==> config.mk <==
export PLATFORM = sky130hd
export DESIGN_NAME = fetch_stage
export DESIGN_NICKNAME = d
export VERILOG_FILES = /design/src/rtl/fetch_stage.sv
export SDC_FILE = /design/constraint.sdc
export NUM_CORES = 1
export LEC_CHECK = 0
export CAP_MARGIN = 20
export CORE_AREA = 8 8 93 95
export DETAILED_ROUTE_END_ITERATION = 6
export DIE_AREA = 0 0 101 103
export DONT_BUFFER_PORTS = 1
export PLACE_DENSITY = 0.77
export REMOVE_ABC_BUFFERS = 1
export SLEW_MARGIN = 20
export SYNTH_ARGS = -nofsm -noshare
export SYNTH_HDL_FRONTEND = slang
export SYNTH_SLANG_ARGS = --single-unit
==> constraint.sdc <==
create_clock -name clk -period 5.1 [get_ports clk]
set_clock_uncertainty 0.05 [all_clocks]
set_input_delay 1.02 -clock clk [delete_from_list [all_inputs] [get_ports clk]]
set_output_delay 1.02 -clock clk [all_outputs]
set_load 0.02 [all_outputs]
==> src/rtl/fetch_stage.sv <==
// Instruction-fetch stage: registers the selected PC, drives synchronous-read
// BIOS/IMEM addresses a cycle ahead, and presents the aligned instruction to ID.
module fetch_stage #(
    parameter logic [31:0] RESET_PC = 32'h4000_0000,
    parameter logic [31:0] NOP      = 32'h0000_0013,
    parameter int unsigned BIOS_AW  = 12,
    parameter int unsigned IMEM_AW  = 14
) (
    input  logic               clk,
    input  logic               rst,
    input  logic [31:0]        next_pc,
    input  logic               stall,
    input  logic               flush,
    output logic [31:0]        pc_plus4,
    output logic [BIOS_AW-1:0] bios_addr,
    input  logic [31:0]        bios_dout,
    output logic [IMEM_AW-1:0] imem_addr,
    input  logic [31:0]        imem_dout,
    output logic [31:0]        if_pc,
    output logic [31:0]        if_inst,
    output logic               if_valid,
    output logic               fetch_fault,
    output logic [31:0]        fetch_cnt
);

    logic [31:0] pc_q;
    logic        live_q;
    logic        fault_q;
    logic [31:0] cnt_q;

    logic [31:0] fa;
    logic [31:0] data;
    logic        bad;
    logic        ok;

    // Fetch address: reset first, then flush redirect (beats stall), then hold on stall.
    always_comb begin
        fa = next_pc;
        if (rst) begin
            fa = RESET_PC;
        end else if (flush) begin
            fa = next_pc;
        end else if (stall) begin
            fa = pc_q;
        end
    end

    // Both memories always see the fetch address; region choice happens on the data side.
    assign bios_addr = fa[BIOS_AW+1:2];
    assign imem_addr = fa[IMEM_AW+1:2];

    // Region decode of the registered PC selects which memory's data is live.
    always_comb begin
        bad  = 1'b0;
        data = NOP;
        case (pc_q[31:28])
            4'b0100: data = bios_dout;
            4'b0001: data = imem_dout;
            default: bad  = 1'b1;
        endcase
        if (pc_q[1:0] != 2'b00) begin
            bad = 1'b1;
        end
    end

    assign ok          = live_q & ~flush & ~bad;
    assign if_pc       = pc_q;
    assign pc_plus4    = pc_q + 32'd4;
    assign if_valid    = ok;
    assign if_inst     = ok ? data : NOP;
    assign fetch_fault = fault_q;
    assign fetch_cnt   = cnt_q;

    // PC register, liveness, sticky fault flag and delivered-instruction counter.
    always_ff @(posedge clk) begin
        pc_q   <= fa;
        live_q <= ~rst;
        if (rst) begin
            fault_q <= 1'b0;
            cnt_q   <= '0;
        end else begin
            if (live_q & ~flush & bad & ~stall) begin
                fault_q <= 1'b1;
            end
            if (ok & ~stall) begin
                cnt_q <= cnt_q + 32'd1;
            end
        end
    end

endmodule

Yosys cells after proc, flatten, opt, wreduce, memory -nomap -nowiden. Index checks and enable logic that the tools add are counted.

Add/subtract/negate cells: 2. Eq/ne operators: 3. Muxes and demuxes: 7. Bitwise gates (word level): 9. Reductions and logical operators: 2.

Operator list (count): 32-bit 2-to-1 mux (3); 32-bit one-hot mux with 2 select lines (1); 32-bit by 1-bit adder with 32-bit output, second input constant (1); 32-bit by 3-bit adder with 32-bit output, second input constant (1); 16-bit 2-to-1 mux (1); 1-bit AND (5); 4-bit by 1-bit equality test with 1-bit output, second input constant (1); 4-bit by 3-bit equality test with 1-bit output, second input constant (1); 1-bit inverter (4); 1-bit 2-to-1 mux (2); 2-bit by 1-bit inequality test with 1-bit output, second input constant (1); 2-bit nonzero test (1); 2-bit OR reduction (1).

Bits in registers: 66.

Logic depth before layout (Yosys ltp).
Depth in word-level cells: 7. Gate-level depth with buffers: 6. Mapped depth without buffers: 5.

Worst setup path before layout. No wires, ideal clock.

Kind: input port to output port. Start point: input stall. End point: output imem_addr[6]. Arrival: 2.298 ns. Required time: 4.030 ns. Path slack: 1.732 ns. Cell stages on the path: 6. Path buffers: 3. Path through: nor2b_1 > clkbuf_1 > clkbuf_1 > nand2_1 > a21oi_1 > buf_4.

Cells in the longest elaborated chain, start to end: 3.

Ends and longest elaborated chain: start, declared (line 12) `input logic stall,`; 32-bit 2-to-1 mux (line 43) `end else if (stall) begin`; 32-bit 2-to-1 mux (line 41) `end else if (flush) begin`; 16-bit 2-to-1 mux (line 39) `if (rst) begin`; end, declared (line 17) `output logic [IMEM_AW-1:0] imem_addr,`.

No other way between the ends. The select of a mux whose other input is x is not followed.

Worst setup path after layout.
Start point: register pc_q[8], in the netlist if_pc[8]. End point: output pc_plus4[31].

Cells in the longest elaborated chain, start to end: 1.

Ends and longest elaborated chain: start, declared (line 26) `logic [31:0] pc_q;`; start signal, assigned (line 76) `pc_q <= fa;`; 32-bit by 3-bit adder with 32-bit output (line 68) `assign pc_plus4 = pc_q + 32'd4;`; end, declared (line 14) `output logic [31:0] pc_plus4,`.

No other way between the ends.

==> summary.txt <==
Logic synthesis
  – Post-synthesis compound-gate area fraction: 0.167
  – Mapped cell area: about 3900 um^2
  – Largest family of logic cells by synthesized area: simple AND/OR/NAND/NOR gates
  – Avg Cell Area, Syn: 7.76 um^2
  – Synth cell types: 39
  – Mux contribution to synthesized area: 0.0228
  – Adder-cell share of the synthesized area: 0.00641
  – Synth Area in Simple Gates: 0.319
  – XOR/XNOR Fraction of Synth Area: 0.0788
  – Cells after synthesis: 503
  – Post-synthesis sequential area ratio: 0.338
  – FF+latch count, synth: 66
  – Yosys warns: 0

Global route
  – First-pass GRT wire length: roughly 18000 um
  – GR peak layer: met2
  – Initial antenna violation count: 0
  – Total global-route track usage: 0.217
  – Met2 usage: 0.366
  – Largest net degree at the start of global routing: about 70
  – Overflow after GRT: 0
  – Met3 Track Usage GR: 0.0932
  – Vias in the first global route: 3346
  – Met1 Use GR: 0.250

Setup path
  – Worst Setup Path Type: register to output port
  – Worst-path fanout max: 8
  – Reg2reg setup slack: around 2.6 ns
  – CP Launch Type: register
  – Crit path capture type: output port
  – CP required: 4.03 ns
  – RR Endpoint: fetch_cnt[30]$_SDFFE_PP0P_
  – Reg2Reg Depth: 4
  – Arr. time, crit path: 2.77 ns
  – FF-to-FF Start: if_pc[0]$_SDFFE_PP0P_

Worst hold path
  – Hold Crit Class: register to register
  – HP Start: if_pc[26]$_SDFFE_PP0P_
  – Worst hold path depth: 2
  – Worst Hold Endpoint: if_pc[26]$_SDFFE_PP0P_

Clock network
  – Post-CTS Setup Bufs: 0
  – Post-cts repair resize count: 0
  – CTS sink count: 66
  – Clock transition at path regs: 0.07 ns
  – Root Driver: clkbuf_8
  – Worst skew pair latency: 0.33 ns
  – Hold buffers post-CTS: 0
  – CTS tree: yes
  – Htree depth: 3
  – Num CTS Buffers: 9
  – Max clock buf depth: 2

Timing
  – RSZ-0062 raised after global routing: no
  – Worst setup margin: around 1.3 ns
  – Period utilization: 0.753
  – Final slew viol count: 0
  – Final hold viol count: 0
  – Final min period: 3.84 ns
  – Final setup violation count: 0
  – Setup_tns: 0 ns
  – Hold_ws: 0.543 ns
  – Maximum clock frequency: 260 MHz
  – Slew at the pin closest to its max-slew limit: roughly 1.1 ns
  – Slew headroom: 0.300

Place
  – Worst slack, placed: 1.62 ns
  – Hpwl dp: 9780 um
  – Final GP Congestion: 0.885
  – Inst Count DP: 558
  – # port buffers: 0

Cells and area
  – Most common cell after layout, fill and taps aside: nand2_1
  – Area grow syn2layout: 3.94%
  – Non-filler instance count after layout: ~570
  – Layout cells sized above 1: 0.0674
  – N_diodes: 0
  – Most frequent cells in the layout: nand2_1, dfxtp_1, a21oi_1
  – Nets@finish: 573

Floorplan
  – Row cnt: 31
  – Initial core utilization: 0.547
  – Core area: 7140 um^2
  – Die ar.: 10400 um^2
  – Die H: between 100 and 150 um
  – I/O Pins: around 260
  – Die Wd: roughly 100 um

Power
  – Pwr Density: 290 nW/um^2
  – Tot Pwr: between 0.001 and 0.0015 W
  – Leakage: 1.43 nW
  – Peak VDD IR: ~0.13 mV

Route
  – Total vias in the final route: 3715
  – Antenna-violating nets left: 0
  – DRC viols: 0
  – WL/cell: 22.1 um
  – Final wirelength: 12700 um
  – Drt first pass iters: 6
  – Drt first-iter violations: around 230
  – DR vias/cell: roughly 6.5

Job
  – Max Cap Violations: 0

Run status
  – Run status: completed
-- power breakdown --
part | switching, W | internal, W
logic | 0.000102 | 0.0000390
registers | 0.0000548 | 0.000532
clock network | 0.000186 | 0.000263
-- layer usage --
layer | vias up | share of wire
li1 | 1739 | -
met2 | 194 | 0.51
met1 | 1770 | 0.36
met4 | 0 | 0.010
met5 | - | 0
met3 | 12 | 0.12
-- cells by family (layout without fill, tap and decap cells) --
kind of cell	after synthesis	in the layout
AO/OA/AOI/OAI	104	104
XOR/XNOR	33	33
adder cells (fa/ha/maj)	2	2
buffers and inverters	55	27
flip-flops	66	66
multiplexers	8	8
AND/OR/NAND/NOR	235	235
-- cells in the mapped netlist --
cell type | count | share of area
buf_1 | 4 | 0.0038
o31ai_1 | 13 | 0.025
nor4bb_1 | 1 | 0.0026
and3_1 | 12 | 0.019
nand4_1 | 18 | 0.029
xnor2_1 | 25 | 0.056
mux2i_1 | 1 | 0.0026
or4_1 | 13 | 0.025
buf_2 | 4 | 0.0051
o21ai_0 | 5 | 0.0064
buf_4 | 14 | 0.027
or3_1 | 5 | 0.0080
inv_1 | 6 | 0.0058
and4_1 | 11 | 0.025
nor2_1 | 44 | 0.042
a22oi_1 | 29 | 0.056
a221o_1 | 3 | 0.0077
mux2_2 | 1 | 0.0029
xor2_1 | 7 | 0.016
nand2_1 | 78 | 0.075
ha_1 | 2 | 0.0064
dfxtp_1 | 66 | 0.34
nand4_2 | 4 | 0.013
a21oi_1 | 50 | 0.064
nor2b_1 | 8 | 0.013
mux2_1 | 6 | 0.017
nor4b_1 | 2 | 0.0045
nand4b_1 | 1 | 0.0022
nor4_4 | 1 | 0.0054
xor2_4 | 1 | 0.0071
and2_1 | 1 | 0.0016
clkbuf_1 | 27 | 0.026
nor4_1 | 8 | 0.013
o21a_1 | 2 | 0.0038
nand3_1 | 25 | 0.032
nor4b_2 | 1 | 0.0038
nor3b_2 | 1 | 0.0032
o31a_1 | 2 | 0.0045
nand2b_1 | 1 | 0.0016
-- per-stage QoR --
step                utilization  cell area (um^2)
floorplan                     -              3660
global placement          0.538              3840
detailed placement        0.538              3840
CTS                       0.566              4040
global route              0.569              4060
finish                    0.569              4060
-- cell type report --
| cell class | instances | area, um^2 |
|---|---|---|
| clock buffer | 13 | 169 |
| clock inverter | 2 | 35.0 |
| fill | 699 | 3080 |
| inverter | 6 | 22.5 |
| multi-input combinational | 382 | 2330 |
| sequential | 66 | 1320 |
| tap | 99 | 124 |
| timing repair buffer | 6 | 52.6 |
-- sequential cells by signal (all words and copies together), names as in the netlist --
signal	flops
live_q	1
fetch_fault	1
fetch_cnt	32
if_pc	32
-- worst max-delay path, stage by stage, from the launching register on --
cell      delay (ns)
dfxtp_1         0.61
nand4_1         0.21
nor4bb_1        0.89
nand4_1         0.23
xnor2_1         0.49
-- how the worst max path moves through the flow --
| stage | from | to | slack, ns | depth (start not counted) |
|---|---|---|---|---|
| after detailed placement | stall | bios_addr[10] | 1.62 | 3 |
| final | if_pc[8]$_DFF_P_ | pc_plus4[31] | 1.26 | 4 |
| after CTS | if_pc[18]$_SDFFE_PP0P_ | pc_plus4[31] | 1.31 | 4 |
| after global placement | stall | imem_addr[11] | 1.65 | 3 |
| after global routing | if_pc[16]$_SDFFE_PP0P_ | pc_plus4[31] | 1.14 | 4 |
| after floorplan | if_pc[28]$_SDFFE_PP0P_ | if_inst[10] | 0.08 | 3 |
No activity file was read; power rests on OpenSTA's default activity.
